$ cat src/rtl/imem_loader.sv
// Program loader: streams words into instruction memory while the CPU is held in
// reset, verifies a trailing 32-bit additive checksum, then releases the CPU.
module imem_loader #(
  parameter int ADDR_W      = 10,
  parameter int RELEASE_CYC = 4
) (
  input  logic              clk,
  input  logic              rst,
  input  logic              start,
  input  logic              in_valid,
  input  logic [31:0]       in_data,
  input  logic              in_last,
  output logic              in_ready,
  output logic              wr_en,
  output logic [ADDR_W-1:0] wr_addr,
  output logic [31:0]       wr_data,
  output logic              cpu_hold,
  output logic              done,
  output logic              error,
  output logic [ADDR_W:0]   word_count
);

  localparam logic [2:0] S_IDLE    = 3'd0;
  localparam logic [2:0] S_LOAD    = 3'd1;
  localparam logic [2:0] S_CKSUM   = 3'd2;
  localparam logic [2:0] S_RELEASE = 3'd3;
  localparam logic [2:0] S_RUN     = 3'd4;
  localparam logic [2:0] S_ERR     = 3'd5;

  localparam logic [ADDR_W:0] CAPACITY = {1'b1, {ADDR_W{1'b0}}};
  localparam logic [3:0]      REL_LOAD = 4'(RELEASE_CYC);

  logic [2:0]  state;
  logic [31:0] sum;
  logic [3:0]  rel_cnt;
  logic        accept;
  logic        full;

  assign in_ready = (state == S_LOAD) || (state == S_CKSUM);
  assign accept   = in_valid && in_ready;
  assign full     = (word_count == CAPACITY);

  // A word arriving once memory is full has nowhere to go, so it is never
  // written and the session fails instead of wrapping onto address 0.
  always_ff @(posedge clk or negedge rst) begin
    if (!rst) begin
      state      <= S_IDLE;
      cpu_hold   <= 1'b1;
      wr_en      <= 1'b0;
      wr_addr    <= '0;
      wr_data    <= '0;
      done       <= 1'b0;
      error      <= 1'b0;
      word_count <= '0;
      sum        <= '0;
      rel_cnt    <= '0;
    end else begin
      wr_en <= 1'b0;
      case (state)
        S_IDLE: begin
          word_count <= '0;
          sum        <= '0;
          error      <= 1'b0;
          done       <= 1'b0;
          cpu_hold   <= 1'b1;
          if (start) begin
            state <= S_LOAD;
          end
        end
        S_LOAD: begin
          if (accept) begin
            if (full) begin
              state    <= S_ERR;
              error    <= 1'b1;
              cpu_hold <= 1'b1;
              done     <= 1'b0;
            end else begin
              wr_en      <= 1'b1;
              wr_addr    <= word_count[ADDR_W-1:0];
              wr_data    <= in_data;
              sum        <= sum + in_data;
              word_count <= word_count + 1'b1;
              if (in_last) begin
                state <= S_CKSUM;
              end
            end
          end
        end
        S_CKSUM: begin
          if (accept) begin
            if (in_data == sum) begin
              state   <= S_RELEASE;
              rel_cnt <= REL_LOAD;
            end else begin
              state    <= S_ERR;
              error    <= 1'b1;
              cpu_hold <= 1'b1;
              done     <= 1'b0;
            end
          end
        end
        S_RELEASE: begin
          if (rel_cnt == 4'd0) begin
            state    <= S_RUN;
            cpu_hold <= 1'b0;
            done     <= 1'b1;
          end else begin
            rel_cnt <= rel_cnt - 4'd1;
          end
        end
        S_RUN, S_ERR: begin
          if (start) begin
            state      <= S_LOAD;
            cpu_hold   <= 1'b1;
            error      <= 1'b0;
            done       <= 1'b0;
            word_count <= '0;
            sum        <= '0;
          end
        end
        default: begin
          state <= S_IDLE;
        end
      endcase
    end
  end

endmodule

$ cat config.mk
export PLATFORM = sky130hd
export DESIGN_NAME = imem_loader
export DESIGN_NICKNAME = d
export VERILOG_FILES = /design/src/rtl/imem_loader.sv
export SDC_FILE = /design/constraint.sdc
export NUM_CORES = 1
export LEC_CHECK = 0
export ABC_CLOCK_PERIOD_IN_PS = 4050
export BUFFER_PORTS_ARGS = -buffer_cell sky130_fd_sc_hd__buf_2
export CORE_UTILIZATION = 63
export CTS_BUF_LIST = sky130_fd_sc_hd__clkbuf_4
export CTS_CLUSTER_DIAMETER = 150
export DETAILED_ROUTE_END_ITERATION = 10
export PLACE_DENSITY_LB_ADDON = 0.1
export SLEW_MARGIN = 20
export SYNTH_ARGS = -nofsm -noshare
export SYNTH_HDL_FRONTEND = slang
export SYNTH_SLANG_ARGS = --single-unit
$ cat constraint.sdc
create_clock -name clk -period 4.05 [get_ports clk]
set_input_delay 0.405 -clock clk [delete_from_list [all_inputs] [get_ports clk]]
set_output_delay 0.405 -clock clk [all_outputs]
set_load 0.01 [all_outputs]
## Word level (Yosys, flattened, before mapping)

Cells that the tools add are included.

| storage, ports and cells | value |
|---|---|
| register bits after elaboration | 96 |
| input bits | 37 |
| output and inout bits | 58 |

| cells by class | value |
|---|---|
| add/subtract/negate cells | 3 |
| equal/unequal tests | 18 |
| multiplexer cells | 38 |
| bitwise logic cells | 1 |
| reduce and logical (&&, ||, !) cells | 16 |

Operator list:

| kind | number |
|---|---|
| two-way mux 32 bit | 3 |
| one-hot mux 32 bit (3 select lines) | 1 |
| two-way mux 11 bit | 3 |
| one-hot mux 11 bit (3 select lines) | 1 |
| adder 32 bit | 1 |
| == test 32 bit | 1 |
| two-way mux 3 bit | 7 |
| inequality test 2 bit (second input constant) | 8 |
| two-way mux 1 bit | 15 |
| two-way mux 4 bit | 3 |
| one-hot mux 3 bit (4 select lines) | 1 |
| adder 11 x 1 -> 11 bit (second input constant) | 1 |
| == test 11 bit (second input constant) | 1 |
| one-hot mux 1 bit (5 select lines) | 2 |
| one-hot mux 4 bit (2 select lines) | 1 |
| AND reduction 4 bit | 2 |
| AND reduction 7 bit | 1 |
| == test 3 x 2 -> 1 bit (second input constant) | 2 |
| == test 3 bit (second input constant) | 2 |
| AND reduction 6 bit | 1 |
| AND reduction 5 bit | 1 |
| nonzero test 5 bit | 1 |
| zero test 4 bit | 1 |
| inequality test 2 x 1 -> 1 bit (second input constant) | 2 |
| 14 further kinds | 14 |

## Logic depth before layout (Yosys ltp)

Gate-level depths: netlist of the first run.

| logic depth | value |
|---|---|
| word-level depth | 5 |
| depth in mapped cells | 12 |
| gate-level depth less buffers | 12 |

## Least setup slack after synthesis of the first run

OpenSTA, ideal clock, no wires.

| timing path | value |
|---|---|
| path kind | in2reg |
| start | input port in_data[4] |
| end | register sum[29] |
| library setup time | 0.123 ns |
| data arrival time | 2.349 ns |
| data required time | 3.927 ns |
| path slack | 1.578 ns |
| stages on the path | 10 |
| path buffers | 0 |
| path through | ha_1 a21o_1 a31o_2 o211ai_2 a21boi_2 o41ai_4 o311ai_2 a221oi_2 xor2_1 o21ai_1 |

| on the way | value |
|---|---|
| longest elaborated chain between the ends | 4 |

Ends and longest elaborated chain:

| element | RTL line | text |
|---|---|---|
| start, declared | 11 | `input logic [31:0] in_data,` |
| adder 32 bit | 81 | `sum <= sum + in_data;` |
| two-way mux 32 bit | 72 | `if (full) begin` |
| two-way mux 32 bit | 71 | `if (accept) begin` |
| one-hot mux 32 bit (3 select lines) | 59 | `case (state)` |
| end signal, assigned | 81 |  |
| end, declared | 34 | `logic [31:0] sum;` |

Every way passes these cells. The select of a mux whose other input is x is not followed.
A chain may end at the register's enable or synchronous reset.

## Worst setup path in the final report of the first run

| timing path | value |
|---|---|
| start | register word_count[0] |
| end | register sum[31] |

| on the way | value |
|---|---|
| longest elaborated chain between the ends | 3 |

Ends and longest elaborated chain:

| element | RTL line | text |
|---|---|---|
| start, declared | 20 | `output logic [ADDR_W:0] word_count` |
| start signal, assigned | 82 | `word_count <= word_count + 1'b1;` |
| == test 11 bit | 41 | `assign full = (word_count == CAPACITY);` |
| inequality test 2 bit (no source line) | - |  |
| AND reduction 4 bit (no source line) | - |  |

Every way passes these cells.

==> results of run 1 <==
## Yosys cell counts (3+ instances only)
library cell / n / area share, %
nand2_1: 187 / 12
or3_1: 5 / 0.55
xnor2_1: 11 / 1.7
and4_1: 4 / 0.61
nor3b_1: 3 / 0.39
o21ai_1: 4 / 0.35
a31oi_1: 5 / 0.55
ha_1: 34 / 7.5
nand3_1: 15 / 1.3
a21oi_1: 40 / 3.5
buf_2: 6 / 0.53
a21o_1: 14 / 1.8
nor4_1: 8 / 0.88
nand4_1: 5 / 0.55
nor3_1: 7 / 0.61
dfrtp_1: 95 / 42
o21ai_0: 51 / 4.5
xor2_1: 24 / 3.7
o211ai_1: 3 / 0.39
and3_1: 4 / 0.44
nor2_1: 39 / 2.6
a21o_2: 5 / 0.77
clkbuf_1: 19 / 1.2
inv_1: 17 / 1.1
nand2b_1: 4 / 0.44
## final cells by class
type | count | area (um2)
clock buffers | 9 | 67.6
multi-input cells | 524 | 3100
flip-flops and latches | 96 | 2400
fillers | 713 | 2410
clock inverters | 7 | 58.8
well taps | 108 | 135
inverters | 18 | 67.6
repair buffers | 100 | 522
## flip-flops by register name (all words and copies together), names as in the netlist, 3 cells and up
name        count
rel_cnt         4
wr_addr        10
word_count     11
sum            32
state           3
wr_data        32
## how the worst min path moves through the flow
stage	cells after the start	slack, ps	end	startpoint
6_report	1	-40	rel_cnt[3]	rst
5_1_grt	1	6	rel_cnt[3]	rst
4_1_cts	1	130	rel_cnt[3]	rst
3_5_place_dp	2	460	wr_data[12]	wr_data[12]
3_3_place_gp	2	450	wr_data[10]	wr_data[10]
2_1_floorplan	0	110	done	rst
## cells by family (layout without fill, tap and decap cells)
group | count (synthesis) | in the layout | synth area share, %
buffers and inverters | 48 | 134 | 3.68
AO/OA/AOI/OAI | 161 | 161 | 18.7
AND/OR/NAND/NOR | 293 | 293 | 22.4
XOR/XNOR | 35 | 35 | 5.37
adder cells (fa/ha/maj) | 35 | 35 | 7.81
flip-flops | 96 | 96 | 42.1
## power by group
| part | internal (mW) | total (mW) | switching, mW |
|---|---|---|---|
| clock | 0.138 | 0.506 | 0.368 |
| combinational | 0.787 | 2.06 | 1.27 |
| sequential | 1.27 | 1.49 | 0.220 |
| total | 2.19 | 4.05 | 1.86 |
## routing by layer
metal	track usage, %	wire [um]
met1	40.1	6130
met4	9.30	204
met2	48.3	6240
met3	5.97	785
met5	0	0
==> results by group, run 1 <==
Synth
  – Synth Flop Type: dfrtp_1
  – Number of synthesized register bits: 96
  – Async SR Flop Fraction: 100%
  – Synthesized net count: 740
  – Synth warn: 0
  – Number of flops mapped to enable cells by yosys: 0
  – Mapped Avg Cell Area: 8.54 um2
  – Mapped Cells: 668
  – Seq/Total Area, Yosys: between 40% and 50%
  – Mapped cell area: 5710 um2
  – Yosys cell types: 69

Route
  – Detailed Route Iter0 Violations: 290
  – Post-route ant nets: 0
  – Vias/cell: about 5.9
  – # DRC: 0
  – First-pass iteration count of the detailed router: 5
  – Post-detailed-route wirelength per cell: between 15 and 20 um
  – Detailed Route WL: 13400 um
  – Via count: about 5000

Place
  – Dpl ws: roughly 1200 ps
  – Gpl congestion: 0.944
  – Placed Cells: ~850
  – Dpl cell area: 6220 um2
  – I/O Buffers: 94
  – DP HPWL: 9630 um

Worst setup path
  – Critical Path Fanout Max: 49
  – CP Data Arrival Time: 3210 ps
  – Critical Path Source Type: flip-flop
  – Worst Reg-to-Reg Cells: 9
  – Crit path depth: 9
  – Delay-heaviest family, CP: simple AND/OR/NAND/NOR gates
  – Critical Path Slowest Stage Cell: nand3_2
  – CP required: 4440 ps
  – Buf/Inv on CP: 2
  – CP startpoint: word_count[0]
  – Worst path max stage delay: 550 ps
  – Worst r2r src: word_count[0]
  – Endpoint class of the critical path: flip-flop
  – RR Endpoint: sum[31]
  – Critical Path End: sum[31]
  – Crit Path Category: reg2reg
  – Reg2reg setup slack: approximately 1200 ps
  – CP Cell Sequence: inv_1 > ha_1 > nor4b_1 > a31oi_1 > nand3_2 > buf_4 > nor2_1 > nand3_1 > o211ai_1

Run status
  – Failing checks: negative hold slack
  – Status: finished, violations left

Timing
  – Total Neg Setup Slack: 0 ps
  – Fin. Hold Viols: 70
  – Max Clk Rate: 0.354 GHz
  – RSZ-0062 raised after global routing: no
  – Fin crit share: 69.8%
  – Final hold slack: -41.8 ps
  – Max Slew Vio Count: 0
  – Final setup viols: 0
  – Final setup margin: between 1000 and 1500 ps
  – Slew of the pin with the lowest slew margin: ~870 ps
  – Relative slew slack: 41.6%
  – Post-layout min period: between 2000 and 3000 ps
  – Final Skew: 20.6 ps

Floorplan
  – DIE AREA: 9440 um2
  – Die width: 97.2 um
  – CORE AREA: between 8000 and 9000 um2
  – IO Pins: 95
  – Row cnt: 34
  – Initial Util: 65.1%
  – Die Ht: 97.2 um

Final layout
  – Nets: 821
  – Post-route insts no fill: 862
  – N_diodes: 0
  – Fraction of layout cells with a size suffix above 1: about 18%
  – Area Growth Syn to Fin: 11.3%
  – Most frequent cells in the layout: nand2_1, dfrtp_1, buf_2, o21ai_0, a21oi_1
  – Fin util: 72.5%
  – Final instance area: 6350 um2
  – Commonest non-fill, non-tap cell in the layout: nand2_1

GRT
  – Initial antenna violation count: 0
  – Vias in the first global route: 5033
  – Largest net degree at the start of global routing: 81
  – Overall Global Routing Usage: 29.7%
  – Overflow left after global routing: 0
  – First-pass GRT wire length: 23100 um

CTS
  – CTS clk-pin slew, worst paths: 170 ps
  – Total CTS buffers: 9
  – CTS tree: done
  – H-tree depth: 3
  – Sink Count: 96
  – Postcts setup bufs: 0
  – Clock Latency Late Sink: 460 ps
  – Max Root-Sink Buffers: 2
  – # hold bufs at CTS: 0
  – Clock root buffer: clkbuf_4
  – CTS resizes: 0

Power and ir drop
  – Pleak: 3.26 nW
  – PnR Total Power: ~4 mW
  – Pwr Density: 638 nW/um2
  – Max rail drop VDD: ~0.34 mV

Min path
  – HP Class: in2async

Job
  – Maxcap violations: 0
Note: power is estimated with default switching activity, not from simulation.
==> run 2: changes to the inputs <==
ABC_CLOCK_PERIOD_IN_PS = 2600   (was 4050)
CORE_UTILIZATION = 53   (was 63)
clock period = 2.6 ns   (was 4.05 ns; I/O delays follow)
==> run 2 against run 1 <==
Compared with the run above: the flow now finishes without violations; flip-flop and latch count stayed put; register-to-register slack got worse by 1200 ps; utilization fell by 3.9 points; design area rose by 12%.
==> results by group, run 2 (same netlist as run 1, synthesis figures left out) <==
Power and ir drop
  – PnR Total Power: 6.95 mW (+72%)
  – Internal power: 3.91 mW (+78%)
  – Pwr Density: 977 nW/um2 (+53%)
  – Sequential Power Share: 33.5% (-3.3 points)
  – Pleak: 3.57 nW (+9.5%)
  – Switching Share: 43.7% (-2.1 points)
  – Comb pwr share: 53.1% (+2.4 points)
  – NetSw: 3.04 mW (+64%)
  – Max rail drop VDD: 0.607 mV (+78%)
  – Clock power share: 13.4% (+0.9 points)

Timing
  – Post-layout min period: roughly 2600 ps
  – Max Slew Vio Count: 0 (unchanged)
  – Final Skew: 20.6 ps (-0.0275 ps)
  – Slew of the pin with the lowest slew margin: 621 ps (-252 ps)
  – Max Clk Rate: 0.388 GHz
  – Final setup viols: 0 (unchanged)
  – Relative slew slack: 58.6% (+17 points)
  – Fin. Hold Viols: 0 (-100%)
  – RSZ-0062 raised after global routing: yes
  – Fin crit share: 99.2%
  – Total Neg Setup Slack: 0 ps (unchanged)

Floorplan
  – Initial Util: 55.0% (-10 points)
  – Row cnt: 37 (+8.8%)
  – Die width: 106 um (+8.8%)
  – DIE AREA: 11200 um2 (+18%)
  – Die Ht: 106 um (+8.8%)
  – IO Pins: 95 (unchanged)
  – CORE AREA: 10400 um2 (+18%)

Final layout
  – Most frequent cells in the layout: nand2_1, dfrtp_1, buf_2, o21ai_0, buf_4
  – # fillers: 876 (+23%)
  – Nets: 876 (+6.7%)
  – Final instance area: 7120 um2 (+12%)
  – Largest registers: sum x32, wr_data x32, word_count x11
  – N_diodes: 0 (unchanged)
  – Commonest non-fill, non-tap cell in the layout: nand2_1
  – Area Growth Syn to Fin: 24.7%
  – Post-route insts no fill: 945 (+9.6%)
  – Fraction of layout cells with a size suffix above 1: 25.0% (+6.8 points)

GRT
  – Initial antenna violation count: 0 (unchanged)
  – Vias in the first global route: 5080 (+0.93%)
  – Overflow left after global routing: 0 (unchanged)
  – First-pass GRT wire length: 24100 um (+4.4%)
  – Overall Global Routing Usage: 27.1% (-2.5 points)
  – Largest net degree at the start of global routing: 78 (-3.7%)

Worst setup path
  – Endpoint class of the critical path: flip-flop
  – Critical Path Fanout Max: 2 (-96%)
  – CP required: 2990 ps (-1450 ps)
  – CP Data Arrival Time: 2970 ps (-240 ps)
  – Buf/Inv on CP: 2 (unchanged)
  – Most common cell on crit path: a21o_1
  – Crit Path Category: in2reg
  – Critical Path Source Type: input port
  – Delay-heaviest family, CP: compound AO/OA/AOI/OAI gates
  – CP Cell Sequence: dlygate4sd3_1 > buf_2 > ha_1 > a21o_1 > a21o_1 > a21o_1 > a31oi_1 > o211a_1 > a21oi_2 > or3_1 > and2_0 > o211ai_1
  – Critical Path Slowest Stage Cell: dlygate4sd3_1
  – Worst path max stage delay: 550 ps (about the same)

CTS
  – CTS tree: done
  – H-tree depth: 3 (unchanged)
  – Max Root-Sink Buffers: 2 (unchanged)
  – Clock Latency Late Sink: 470 ps (about the same)
  – CTS clk-pin slew, worst paths: 140 ps (-30 ps)
  – Total CTS buffers: 9 (unchanged)
  – Clock root buffer: clkbuf_4
  – Sink Count: 96 (unchanged)

Route
  – Via count: 5263 (+2.9%)
  – # DRC: 0 (unchanged)
  – Post-detailed-route wirelength per cell: 15.3 um (-1.0%)
  – First-pass iteration count of the detailed router: 5 (unchanged)
  – Post-route ant nets: 0 (unchanged)
  – Detailed Route Iter0 Violations: 278 (-4.1%)
  – Vias/cell: 5.57 (-6.2%)
  – Detailed Route WL: 14500 um (+8.5%)

Min path
  – HP Class: in2reg

Place
  – DP HPWL: 10100 um (+5.0%)
  – Placed Cells: 902 (+6.6%)
  – Dpl cell area: 6500 um2 (+4.5%)
  – I/O Buffers: 94 (unchanged)
  – Gpl congestion: 0.897 (-5.0%)

Run status
  – Status: finished, final reports clean

Job
  – Maxcap violations: 0 (unchanged)
## run 2: cell types whose count changed in the layout (fill, tap and decap cells not counted), moves of 4 or more
cell           previous run  this run
o21ai_0                  51        46
a21oi_1                  40        36
dlygate4sd3_1             0        20
ha_1                     34        26
nor4_1                    8         4
buf_4                     6        39
ha_2                      0         4
ha_4                      0         4
nor4_2                    0         4
## run 2: final cells by class
type,instances,area (um2),share of cell area [%]
clock buffers,9,67.6,0.950
clock inverters,7,96.3,1.35
inverters,18,71.3,1.00
multi-input cells,524,3290,46.2
flip-flops and latches,96,2400,33.8
well taps,136,170,2.39
repair buffers,155,1020,14.3
## run 2: timing repair
item / in CTS / in global routing
hold buffers: 20 / 0
pin swaps: 7 / 14
endpoints found under the hold margin: 56 / 0
endpoints found under the setup margin: 6 / 45
gates resized for setup: 7 / 34
setup buffers: 4 / 3
## run 2: worst reg2reg max path: cells and delay by family (launching register included)
kind            cells  cell delay, ps
simple gates        4             950
compound gates      5             750
flops               1             410
fa+ha+maj           1             390
## run 2: final timing paths
kind,to,slack [ps],start,cells past startpoint
setup / recovery,sum[31],20,in_data[20],12
hold / removal,wr_data[12],20,in_data[12],3
setup reg to reg,sum[31],40,sum[10],10
hold reg to reg,wr_data[10],480,wr_data[10],2
max in group asynchronous,cpu_hold,1600,rst,3
min in group asynchronous,wr_data[8],270,rst,2
## run 2: routing by layer
metal	up-vias	routed length (um)	share of wire, %	global-route usage (%)
li1	2579	-	-	-
met1	2530	7020	48	38.0
met2	141	6740	46	43.7
met3	13	555	3.8	3.34
met4	0	190	1.3	8.83
met5	-	0	0	0
## run 2: power groups by stage
| stage | sequential, mW | clock [mW] | combinational, mW |
|---|---|---|---|
| 6_report | 2.33 | 0.929 | 3.69 |
| 2_1_floorplan | 2.38 | 0 | 2.23 |
| 3_3_place_gp | 2.32 | 0 | 3.40 |
| 3_5_place_dp | 2.34 | 0 | 3.47 |
| 5_1_grt | 2.39 | 0.992 | 4.10 |
| 4_1_cts | 2.32 | 0.955 | 3.56 |
## run 2: through the flow
step,hold slack (ps),setup slack [ps],utilization (%)
2_1_floorplan,-35.6,181,-
3_3_place_gp,267,22.5,62.7
3_5_place_dp,270,-53.4,62.7
4_1_cts,4.04,-28.6,67.0
5_1_grt,7.70,-96.2,68.6
6_report,20.4,19.5,68.6
